## src/rtl/dec5b6b_pkg.sv

```systemverilog
// Shared state encodings, comma codewords and weight helper for the 5b/6b receive controller.
package dec5b6b_pkg;

  typedef logic [1:0] state_t;

  localparam state_t HUNT   = 2'd0;
  localparam state_t ALIGN  = 2'd1;
  localparam state_t LOCKED = 2'd2;

  localparam logic [5:0] COMMA_NEG = 6'b111100;
  localparam logic [5:0] COMMA_POS = 6'b000011;

  function automatic logic [2:0] ones6(input logic [5:0] w);
    logic [2:0] n;
    n = 3'd0;
    for (int i = 0; i < 6; i++) n = n + {2'b00, w[i]};
    return n;
  endfunction

endpackage

```

## src/rtl/dec5b6b_lut.sv

```systemverilog
// 5b/6b data decode table (bit order abcdei, a = MSB): payload plus legality of the word at rd_i (1 = RD+).
module dec5b6b_lut (
  input  logic [5:0] word_i,
  input  logic       rd_i,
  output logic [4:0] data_o,
  output logic       legal_o
);

  logic [6:0] ent;  // {legal at RD-, legal at RD+, payload}

  always_comb begin
    ent = 7'b0;
    case (word_i)
      6'b100111: ent = {2'b10, 5'd0};
      6'b011000: ent = {2'b01, 5'd0};
      6'b011101: ent = {2'b10, 5'd1};
      6'b100010: ent = {2'b01, 5'd1};
      6'b101101: ent = {2'b10, 5'd2};
      6'b010010: ent = {2'b01, 5'd2};
      6'b110001: ent = {2'b11, 5'd3};
      6'b110101: ent = {2'b10, 5'd4};
      6'b001010: ent = {2'b01, 5'd4};
      6'b101001: ent = {2'b11, 5'd5};
      6'b011001: ent = {2'b11, 5'd6};
      6'b111000: ent = {2'b10, 5'd7};
      6'b000111: ent = {2'b01, 5'd7};
      6'b111001: ent = {2'b10, 5'd8};
      6'b000110: ent = {2'b01, 5'd8};
      6'b100101: ent = {2'b11, 5'd9};
      6'b010101: ent = {2'b11, 5'd10};
      6'b110100: ent = {2'b11, 5'd11};
      6'b001101: ent = {2'b11, 5'd12};
      6'b101100: ent = {2'b11, 5'd13};
      6'b011100: ent = {2'b11, 5'd14};
      6'b010111: ent = {2'b10, 5'd15};
      6'b101000: ent = {2'b01, 5'd15};
      6'b011011: ent = {2'b10, 5'd16};
      6'b100100: ent = {2'b01, 5'd16};
      6'b100011: ent = {2'b11, 5'd17};
      6'b010011: ent = {2'b11, 5'd18};
      6'b110010: ent = {2'b11, 5'd19};
      6'b001011: ent = {2'b11, 5'd20};
      6'b101010: ent = {2'b11, 5'd21};
      6'b011010: ent = {2'b11, 5'd22};
      6'b111010: ent = {2'b10, 5'd23};
      6'b000101: ent = {2'b01, 5'd23};
      6'b110011: ent = {2'b10, 5'd24};
      6'b001100: ent = {2'b01, 5'd24};
      6'b100110: ent = {2'b11, 5'd25};
      6'b010110: ent = {2'b11, 5'd26};
      6'b110110: ent = {2'b10, 5'd27};
      6'b001001: ent = {2'b01, 5'd27};
      6'b001110: ent = {2'b11, 5'd28};
      6'b101110: ent = {2'b10, 5'd29};
      6'b010001: ent = {2'b01, 5'd29};
      6'b011110: ent = {2'b10, 5'd30};
      6'b100001: ent = {2'b01, 5'd30};
      6'b101011: ent = {2'b10, 5'd31};
      6'b010100: ent = {2'b01, 5'd31};
      default:   ent = 7'b0;
    endcase
    data_o  = ent[4:0];
    legal_o = rd_i ? ent[5] : ent[6];
  end

endmodule

```

## src/rtl/dec5b6b_sync_ctrl.sv

```systemverilog
// Receive-side 5b/6b word-sync controller: deserialiser, comma hunt, RD tracking, windowed loss of sync.
// Define DEC5B6B_ERR_CNT_EN to build the saturating err_cnt counter; otherwise err_cnt is tied low.
module dec5b6b_sync_ctrl #(
  parameter int COMMA_LOCK = 3,
  parameter int ERR_WIN    = 64,
  parameter int ERR_MAX    = 4
) (
  input  logic        clk,
  input  logic        rst,
  input  logic        bit_in,
  input  logic        bit_vld,
  output logic [4:0]  data_out,
  output logic        data_vld,
  output logic        k_det,
  output logic        sync_ok,
  output logic        rd_out,
  output logic        code_err,
  output logic        disp_err,
  output logic [15:0] err_cnt
);
  import dec5b6b_pkg::*;

  // state  | meaning
  // HUNT   | bit-sliding search for a comma, no payload
  // ALIGN  | word-aligned, counting commas toward lock
  // LOCKED | payload delivered, errors counted per window

  localparam int CW = $clog2(COMMA_LOCK + 1);
  localparam int WW = (ERR_WIN > 1) ? $clog2(ERR_WIN) : 1;
  localparam int EW = $clog2(ERR_MAX + 1);

  state_t        state_q, state_d;
  logic [4:0]    sr_q, sr_d;  // previous five bits; the word under test is {sr_q, bit_in}
  logic [2:0]    phase_q, phase_d;
  logic          fill_q, fill_d;
  logic          rd_q, rd_d;
  logic [CW-1:0] comma_cnt_q, comma_cnt_d;
  logic [WW-1:0] win_word_q, win_word_d;
  logic [EW-1:0] win_err_q, win_err_d;
  logic [4:0]    data_q, data_d;
  logic          dv_q, dv_d, k_q, k_d, ce_q, ce_d, de_q, de_d;

  logic [5:0]    word;
  logic [2:0]    w_ones;
  logic [4:0]    cur_data, alt_data, dec_data;
  logic          cur_legal, alt_legal, is_comma, comma_rd_ok;
  logic          c_err, d_err, rd_next, word_done, wrap;
  logic [CW-1:0] comma_inc;
  logic [EW-1:0] err_inc;

  assign word        = {sr_q, bit_in};
  assign w_ones      = ones6(word);
  assign is_comma    = (word == COMMA_NEG) || (word == COMMA_POS);
  assign comma_rd_ok = (word == COMMA_NEG) ? ~rd_q : rd_q;

  dec5b6b_lut u_lut_cur (.word_i(word), .rd_i(rd_q),  .data_o(cur_data), .legal_o(cur_legal));
  dec5b6b_lut u_lut_alt (.word_i(word), .rd_i(~rd_q), .data_o(alt_data), .legal_o(alt_legal));

  // A word found only in the other RD's table is a disparity error, not a code error.
  assign dec_data  = cur_legal ? cur_data : alt_data;
  assign c_err     = (w_ones < 3'd2) || (w_ones > 3'd4) || (!is_comma && !cur_legal && !alt_legal);
  assign d_err     = !c_err && (is_comma ? !comma_rd_ok : !cur_legal);
  assign rd_next   = (w_ones == 3'd4) ? 1'b1 : (w_ones == 3'd2) ? 1'b0 : rd_q;
  assign word_done = bit_vld && (phase_q == 3'd5);
  assign wrap      = (win_word_q == WW'(ERR_WIN - 1));
  assign comma_inc = comma_cnt_q + CW'(1);
  assign err_inc   = win_err_q + EW'(1);

  always_comb begin
    state_d     = state_q;
    sr_d        = sr_q;
    phase_d     = phase_q;
    fill_d      = fill_q;
    rd_d        = rd_q;
    comma_cnt_d = comma_cnt_q;
    win_word_d  = win_word_q;
    win_err_d   = win_err_q;
    data_d      = data_q;
    dv_d        = 1'b0;
    k_d         = 1'b0;
    ce_d        = 1'b0;
    de_d        = 1'b0;
    if (bit_vld) begin
      sr_d    = word[4:0];
      phase_d = (phase_q == 3'd5) ? 3'd0 : phase_q + 3'd1;
      if (phase_q == 3'd5) fill_d = 1'b1;
    end
    case (state_q)
      HUNT: begin
        // The reset-time zeros in sr are not line bits, so sliding starts with the sixth bit.
        if (bit_vld && (fill_q || phase_q == 3'd5) && is_comma) begin
          phase_d     = 3'd0;
          fill_d      = 1'b1;
          rd_d        = (word == COMMA_NEG);
          k_d         = 1'b1;
          comma_cnt_d = CW'(1);
          win_word_d  = '0;
          win_err_d   = '0;
          state_d     = (COMMA_LOCK == 1) ? LOCKED : ALIGN;
        end
      end
      ALIGN: begin
        if (word_done) begin
          rd_d = rd_next;
          if (c_err || d_err) begin
            ce_d        = c_err;
            de_d        = d_err;
            comma_cnt_d = '0;
            state_d     = HUNT;
          end else if (is_comma) begin
            k_d         = 1'b1;
            comma_cnt_d = comma_inc;
            if (comma_inc == CW'(COMMA_LOCK)) begin
              state_d    = LOCKED;
              win_word_d = '0;
              win_err_d  = '0;
            end
          end
        end
      end
      LOCKED: begin
        if (word_done) begin
          rd_d       = rd_next;
          win_word_d = wrap ? '0 : win_word_q + WW'(1);
          if (c_err || d_err) begin
            ce_d = c_err;
            de_d = d_err;
            if (err_inc == EW'(ERR_MAX)) begin
              state_d     = HUNT;
              comma_cnt_d = '0;
              win_err_d   = '0;
            end else begin
              win_err_d = wrap ? '0 : err_inc;
            end
          end else begin
            if (wrap) win_err_d = '0;
            if (is_comma) begin
              k_d = 1'b1;
            end else begin
              dv_d   = 1'b1;
              data_d = dec_data;
            end
          end
        end
      end
      default: state_d = HUNT;
    endcase
  end

  always_ff @(posedge clk or posedge rst) begin
    if (rst) begin
      state_q     <= HUNT;
      sr_q        <= '0;
      phase_q     <= '0;
      fill_q      <= 1'b0;
      rd_q        <= 1'b0;
      comma_cnt_q <= '0;
      win_word_q  <= '0;
      win_err_q   <= '0;
      data_q      <= '0;
      dv_q        <= 1'b0;
      k_q         <= 1'b0;
      ce_q        <= 1'b0;
      de_q        <= 1'b0;
    end else begin
      state_q     <= state_d;
      sr_q        <= sr_d;
      phase_q     <= phase_d;
      fill_q      <= fill_d;
      rd_q        <= rd_d;
      comma_cnt_q <= comma_cnt_d;
      win_word_q  <= win_word_d;
      win_err_q   <= win_err_d;
      data_q      <= data_d;
      dv_q        <= dv_d;
      k_q         <= k_d;
      ce_q        <= ce_d;
      de_q        <= de_d;
    end
  end

`ifdef DEC5B6B_ERR_CNT_EN
  logic [15:0] err_cnt_q;

  always_ff @(posedge clk or posedge rst) begin
    if (rst) begin
      err_cnt_q <= '0;
    end else if ((ce_d || de_d) && (state_q != HUNT) && (err_cnt_q != 16'hFFFF)) begin
      err_cnt_q <= err_cnt_q + 16'd1;
    end
  end

  assign err_cnt = err_cnt_q;
`else
  assign err_cnt = 16'h0;
`endif

  assign data_out = data_q;
  assign data_vld = dv_q;
  assign k_det    = k_q;
  assign code_err = ce_q;
  assign disp_err = de_q;
  assign sync_ok  = (state_q == LOCKED);
  assign rd_out   = rd_q;

endmodule

```

## config.mk

```make
export PLATFORM = sky130hd
export DESIGN_NAME = dec5b6b_sync_ctrl
export DESIGN_NICKNAME = d
export VERILOG_FILES = /design/src/rtl/dec5b6b_pkg.sv /design/src/rtl/dec5b6b_lut.sv /design/src/rtl/dec5b6b_sync_ctrl.sv
export SDC_FILE = /design/constraint.sdc
export NUM_CORES = 1
export LEC_CHECK = 0
export ABC_AREA = 1
export CORE_MARGIN = 4
export CORE_UTILIZATION = 60
export DETAILED_ROUTE_END_ITERATION = 10
export PLACE_DENSITY = 0.81
export REMOVE_ABC_BUFFERS = 1
export SYNTH_ARGS = -nofsm -noshare
export SYNTH_HDL_FRONTEND = slang
export SYNTH_SLANG_ARGS = --single-unit
```

## constraint.sdc

```tcl
create_clock -name clk -period 5.2 [get_ports clk]
set_input_delay 1.3 -clock clk [delete_from_list [all_inputs] [get_ports clk]]
set_output_delay 1.3 -clock clk [all_outputs]
set_load 0.1 [all_outputs]
```

; ---- Word-level counts from Yosys, hierarchy flattened
; Memory sizes are Yosys's and may differ from the RTL's.
; Index checks and enable logic that the tools add are counted.
[op_classes]
n_lt_le_gt_ge = 2
n_mux = 65
eq_ne = 23
reduce_logical = 26
n_bitwise = 3
n_addsub = 9
[ops]
columns = operator, n
row1 = 2-to-1 mux 3 bit, 14
row2 = 2-to-1 mux 6 bit, 7
row3 = 2-to-1 mux 1 bit, 26
row4 = 2-to-1 mux 2 bit, 11
row5 = AND reduction 7 bit, 3
row6 = one-hot mux 6 bit (3 select lines), 1
row7 = equality test 6 bit (second input constant), 2
row8 = one-hot mux 2 bit (3 select lines), 2
row9 = inequality test 2 bit (second input constant), 5
row10 = adder 3 x 1 -> 3 bit, 3
row11 = equality test 3 bit (second input constant), 3
row12 = one-hot mux 3 bit (3 select lines), 1
row13 = inequality test 2 x 1 -> 1 bit (second input constant), 4
row14 = AND reduction 4 bit, 2
row15 = AND reduction 8 bit, 1
row16 = adder 3 x 1 -> 3 bit (second input constant), 2
row17 = adder 6 x 1 -> 6 bit (second input constant), 1
row18 = equality test 6 x 2 -> 1 bit (second input constant), 1
row19 = logical AND 1 bit, 6
row20 = inequality test 3 x 1 -> 1 bit (second input constant), 2
row21 = inequality test 3 bit (second input constant), 2
row22 = zero test 1 bit, 5
row23 = logical OR 1 bit, 5
row24 = 2-to-1 mux 5 bit, 1
row25 = 14 further kinds, 18
[word_totals]
elab_cells = 143
in_bits = 4
ff_bits = 32
n_memories = 2
romBits = 896
[memory_table]
columns = memory, depth, word_bits, read_ports, rd_clocked_by_memory_dff, write_ports, line_no
row1 = (no name shown), 64, 7, 1, 0, 0, dec5b6b_lut.sv:13  ; case (word_i)
row2 = (no name shown), 64, 7, 1, 0, 0, dec5b6b_lut.sv:13

; ---- Logic depth before layout (Yosys ltp)
; Gate-level depths: netlist (run 1).
[logic_depth]
ltp_word = 14
mapped_depth = 18
mapped_depth_nobuf = 18

; ---- By module
; A second synthesis (run 1) with hierarchy kept.
[hier_totals]
cells_unflattened = 553
area_unflattened_um2 = 3593.4
[by_module_without_submodules]
columns = module, cells_per_inst, area_per_inst_um2, instances, seq_area_each_um2
row1 = dec5b6b_sync_ctrl, 269, 2167.1, 1, 800.8
row2 = dec5b6b_lut (u_lut_cur), 143, 748.2, 1, 0.0
row3 = dec5b6b_lut (u_lut_alt), 141, 678.2, 1, 0.0

; ---- Worst setup path after synthesis (run 1)
; Ideal clock, no wire load.
[synth_path]
path_type = in2reg
startpoint = in bit_in
endpoint = reg win_word_q[3]
t_arrival_ns = 4.002
path_slack_ns = 1.080
stages = 17
setup_time_ns = 0.118
path_cell_list = fa_1 inv_1 fa_1 inv_1 ha_1 inv_1 fa_1 inv_1 nor3_1 a21oi_1 inv_1 nand3_4 o21ai_2 nand2_2 buf_6 nand2_1 o21ai_2
[synth_between]
elab_chain_len = 13
[synth_lines]
columns = element, line_no
row1 = from (decl), dec5b6b_sync_ctrl.sv:10  ; input logic bit_in,
row2 = adder 1 x 1 -> 2 bit, dec5b6b_pkg.sv:16  ; for (int i = 0; i < 6; i++) n = n + {2'b00, w[i]};
row3 = adder 2 x 1 -> 3 bit, dec5b6b_pkg.sv:16
row4 = adder 3 x 1 -> 3 bit (3 in series), dec5b6b_pkg.sv:16
row5 = < comparator 3 x 2 -> 1 bit / greater-than comparator 3 bit (equally long branches), dec5b6b_sync_ctrl.sv:61  ; assign c_err = (w_ones < 3'd2) || (w_ones > 3'd4) || (!is_comma && !cur_legal && !alt_legal);
row6 = logical OR 1 bit (2 in series), dec5b6b_sync_ctrl.sv:61
row7 = zero test 1 bit, dec5b6b_sync_ctrl.sv:62  ; assign d_err = !c_err && (is_comma ? !comma_rd_ok : !cur_legal);
row8 = logical AND 1 bit, dec5b6b_sync_ctrl.sv:62
row9 = logical OR 1 bit, dec5b6b_sync_ctrl.sv:105  ; if (c_err || d_err) begin
row10 = inequality test 2 bit (no source line), --
row11 = AND reduction 7 bit (no source line) *, --
row12 = to (signal assigned), dec5b6b_sync_ctrl.sv:172  ; win_word_q <= win_word_d;
row13 = to (decl), dec5b6b_sync_ctrl.sv:38  ; logic [WW-1:0] win_word_q, win_word_d;
; Mark *: on every way between the ends. The rest lies on a longest branch, timed or not.
; A chain may end at the register's enable or synchronous reset.

; ---- Final worst setup path (run 1)
[layout_path]
startpoint = in bit_in
endpoint = reg data_q[0], in the netlist data_out[0]
[layout_between]
elab_chain_len = 13
[layout_lines]
columns = element, line_no
row1 = adder 1 x 1 -> 2 bit, dec5b6b_pkg.sv:16
row2 = adder 2 x 1 -> 3 bit, dec5b6b_pkg.sv:16
row3 = adder 3 x 1 -> 3 bit (3 in series), dec5b6b_pkg.sv:16
row4 = < comparator 3 x 2 -> 1 bit / greater-than comparator 3 bit (equally long branches), dec5b6b_sync_ctrl.sv:61
row5 = logical OR 1 bit (2 in series), dec5b6b_sync_ctrl.sv:61
row6 = zero test 1 bit, dec5b6b_sync_ctrl.sv:62
row7 = logical AND 1 bit, dec5b6b_sync_ctrl.sv:62
row8 = logical OR 1 bit, dec5b6b_sync_ctrl.sv:125  ; if (c_err || d_err) begin
row9 = NOT 1 bit (no source line), --
row10 = AND reduction 4 bit (no source line), --
row11 = to (signal assigned), dec5b6b_sync_ctrl.sv:174  ; data_q <= data_d;
row12 = to (decl), dec5b6b_sync_ctrl.sv:40  ; logic [4:0] data_q, data_d;
; Parallel ways exist; a longest one is shown, timed or not.

==> results of run 1 <==
-- power by group --
group          internal, mW  switching, mW  total, mW
logic                 0.182          0.466      0.648
registers             0.291         0.0503      0.342
clock network        0.0908         0.0902      0.181
-- worst min-delay path, cell delays in order (launching register included) --
cell,delay [ns]
sky130_fd_sc_hd__dfrtp_1,0.34
sky130_fd_sc_hd__nand2_1,0.05
sky130_fd_sc_hd__nand2_1,0.04
-- final cells by class --
cell class | count | area [um2] | area share, %
clock buffer | 6 | 72.6 | 2.54
tap | 52 | 65.1 | 2.28
timing repair buffer | 16 | 155 | 5.44
inverter | 56 | 210 | 7.37
multi-input combinational | 288 | 1540 | 54.1
sequential | 32 | 801 | 28.1
clock inverter | 1 | 5.00 | 0.175
-- flip-flops by register name, indices dropped and copies added (netlist names) --
register and cells:
disp_err 1, win_err_q 3, data_out 5, data_vld 1
phase_q 3, fill_q 1, code_err 1, state_q 2
win_word_q 6, rd_out 1, k_det 1, sr_q 5
comma_cnt_q 2
-- worst paths after layout --
check	cells past startpoint	slack, ns	end	startpoint
worst min-delay path	2	0.47	data_out[4]$_DFFE_PP0P_	data_out[4]$_DFFE_PP0P_
max in group asynchronous	3	3.51	sr_q[3]$_DFFE_PP0P_	rst
worst max register to register	16	1.41	data_out[0]$_DFFE_PP0P_	sr_q[2]$_DFFE_PP0P_
worst max-delay path	17	0.63	data_out[0]$_DFFE_PP0P_	bit_in
worst min register to register	2	0.47	data_out[4]$_DFFE_PP0P_	data_out[4]$_DFFE_PP0P_
min in group asynchronous	3	1.38	win_err_q[2]$_DFFE_PP0P_	rst
-- kinds of logic (layout without fill, tap and decap cells) --
logic type | count (synthesis) | in the layout | synth area share [%]
buffers and inverters | 82 | 79 | 14.5
adder cells (fa/ha/maj) | 18 | 18 | 9.25
flip-flops | 32 | 32 | 29.9
other | 1 | 16 | 0.140
XOR/XNOR | 1 | 1 | 0.327
AND/OR/NAND/NOR | 189 | 189 | 31.5
AO/OA/AOI/OAI | 64 | 64 | 14.3
-- synthesized netlist by cell type (2+ instances only) --
library cell / number / area, um2
sky130_fd_sc_hd__nand2_1: 110 / 413
sky130_fd_sc_hd__inv_1: 51 / 191
sky130_fd_sc_hd__dfrtp_1: 32 / 801
sky130_fd_sc_hd__nor2_1: 31 / 116
sky130_fd_sc_hd__o21ai_0: 25 / 125
sky130_fd_sc_hd__nand3_1: 19 / 95.1
sky130_fd_sc_hd__buf_4: 17 / 128
sky130_fd_sc_hd__a21oi_1: 15 / 75.1
sky130_fd_sc_hd__ha_1: 15 / 188
sky130_fd_sc_hd__nand4_1: 8 / 50.1
sky130_fd_sc_hd__o21ai_2: 8 / 70.1
sky130_fd_sc_hd__clkbuf_1: 5 / 18.8
sky130_fd_sc_hd__inv_2: 5 / 18.8
sky130_fd_sc_hd__o21ai_1: 5 / 25.0
sky130_fd_sc_hd__nor3_1: 4 / 20.0
sky130_fd_sc_hd__fa_1: 3 / 60.1
sky130_fd_sc_hd__o211ai_1: 3 / 22.5
sky130_fd_sc_hd__o32ai_1: 3 / 26.3
sky130_fd_sc_hd__or2_2: 3 / 18.8
sky130_fd_sc_hd__buf_2: 2 / 10.0
sky130_fd_sc_hd__buf_6: 2 / 22.5
sky130_fd_sc_hd__nand3_2: 2 / 20.0
sky130_fd_sc_hd__nor3_2: 2 / 20.0
sky130_fd_sc_hd__nor4_1: 2 / 12.5
-- metal layers --
layer	up-vias	track usage [%]	part of all wire, %
li1	1238	-	-
met1	1077	29.0	47
met2	71	34.1	46
met3	6	5.34	6.0
met4	0	5.93	1.1
met5	-	0	0
-- metrics by stage --
step / std cells / instance area, um2 / setup WS, ns / total power [mW] / utilization (%)
CTS: 451 / 2850 / 0.617 / 1.18 / 66.0
detailed placement: 444 / 2780 / 0.303 / 0.988 / 64.2
floorplan: 376 / 2550 / 1.08 / 0.863 / -
finish: 451 / 2850 / 0.626 / 1.17 / 66.0
global route: 451 / 2850 / 0.388 / 1.26 / 66.0
global placement: 444 / 2780 / 0.439 / 0.977 / 64.2
==> results_dict.tcl, run 1 <==
set metrics [dict create \
    dp_hpwl_um 4170 \
    initialDrtViolationCount 158 \
    finalClockSkew_ns 0.0127 \
    static_power_due_to_leakage_nw 1.44 \
    io_buffer_count 14 \
    timing.critical_path.fanout_max 8 \
    grt_antenna_before_repair 0 \
    num_antenna_cells 0 \
    slowest_stage "sky130_fd_sc_hd__fa_1" \
    die_h_um 74.8 \
    grt_first_pass_wirelength_um 9430 \
    chipWidth_um 74.8 \
    buf_inv_on_cp 7 \
    slew_margin_rel_pct 35.0 \
    wire_per_inst_um 12.2 \
    timing.critical_path.mode_cell "sky130_fd_sc_hd__inv_1" \
    initial_utilization_pct 61.9 \
    die-area_um2 5600 \
    final_common_cell "sky130_fd_sc_hd__nand2_1" \
    groute.usage.overall_pct 21.4 \
    design.final.nets 421 \
    finalHoldViolations 0 \
    max_freq_mhz 219 \
    cp_slowest_stage_delay_ns 0.54 \
    cts-buffers-inserted 5 \
    layout-drive-gt1-share_pct 8.27 \
    synth_seq_cells 32 \
    io_pins 31 \
    criticalPathCategory "in2reg" \
    routabilityCongestion 0.945 \
    drt_first_pass_iters 4 \
    routed_wl_um 5500 \
    vias_per_cell 5.30 \
    cts_tree "done" \
    worst_path_arrival_time_ns 4.74 \
    cp_top_family "adder cells" \
    hold_class "reg2reg" \
    min_period_over_period_pct 88.0 \
    setup_violations 0 \
    cts_num_sinks 32 \
    timing.final.max_slew_violations 0 \
    cts_post_setup_buffers_inserted 0 \
    vias 2392 \
    cts.clk_slew.worst_paths_ns 0.06 \
    postRouteAntennaNets 0 \
    setup_tns_ns 0 \
    unrepaired_setup_endpoints_after_global_routing "no" \
    clk_root_buffer_cell "sky130_fd_sc_hd__clkbuf_8" \
    critical_path.cell_chain "clkdlybuf4s50_1 -> fa_1 -> inv_1 -> fa_1 -> inv_1 -> ha_1 -> inv_1 -> fa_1 -> inv_1 -> nor3_1 -> a21oi_1 -> inv_1 -> nand4_1 -> nor3_4 -> inv_2 -> nand2_1 -> o21ai_1" \
    largest_net_degree_at_the_start_of_global_routing 33 \
    cp.required_ns 5.37 \
    ir_drop_mv 0.279 \
    overflow 0 \
    period_minus_slack_ns 4.57 \
    power.density_nw_per_um2 411 \
    most_used_dff_post_synth "sky130_fd_sc_hd__dfrtp_1" \
    htreeDepth 2 \
    synthesis.area_um2 2680 \
    synth-edff-count 0 \
    final.fill_count 390 \
    timing.max_cap.violations 0 \
    yosys_warnings 0 \
    core_um2 4320 \
    syn-instance-count 387 \
    outcome "finished, final reports clean" \
    number_of_global_route_vias_before_repair 2195 \
    layout-area-overhead-vs-synth_pct 6.54 \
    post-route-drc-count 0 \
    cts.path.max_buffers 2 \
    end_kind "register" \
    post_cts_hold_buffer_count 0 \
    clock_insertion_delay_worst_skew_ns 0.29 \
    synth_area_per_inst_um2 6.92 \
    layout.cells.most_common_list "sky130_fd_sc_hd__nand2_1 (110), sky130_fd_sc_hd__inv_1 (51), sky130_fd_sc_hd__dfrtp_1 (32)" \
    synth_seq_area_share_pct 29.9 \
    worst_pin_slew_ns 0.972 \
    fp-row-count 24 \
    hold_slack_ns 0.470 \
    post_cts_resized 0 \
    yosysUniqueCellTypes 39 \
    cp-start-kind "input port" \
    async_flop_share_pct 100 \
]
No activity file was read; power rests on OpenSTA's default activity.
==> run 2, diff against run 1 <==
--- a/config.mk
+++ b/config.mk
@@ -6,11 +6,13 @@
 export NUM_CORES = 1
 export LEC_CHECK = 0
 export ABC_AREA = 1
+export CAP_MARGIN = 5
 export CORE_MARGIN = 4
 export CORE_UTILIZATION = 60
 export DETAILED_ROUTE_END_ITERATION = 10
 export PLACE_DENSITY = 0.81
 export REMOVE_ABC_BUFFERS = 1
+export SLEW_MARGIN = 20
 export SYNTH_ARGS = -nofsm -noshare
 export SYNTH_HDL_FRONTEND = slang
 export SYNTH_SLANG_ARGS = --single-unit
==> results of run 2 <==
No change in the layout: final DEF, timing and power equal those of run 1.
==> run 3, diff against run 2 <==
--- a/config.mk
+++ b/config.mk
@@ -16,3 +16,4 @@
 export SYNTH_ARGS = -nofsm -noshare
 export SYNTH_HDL_FRONTEND = slang
 export SYNTH_SLANG_ARGS = --single-unit
+export TNS_END_PERCENT = 1
==> results of run 3 <==
No change in the layout: final DEF, timing and power equal those of run 1.
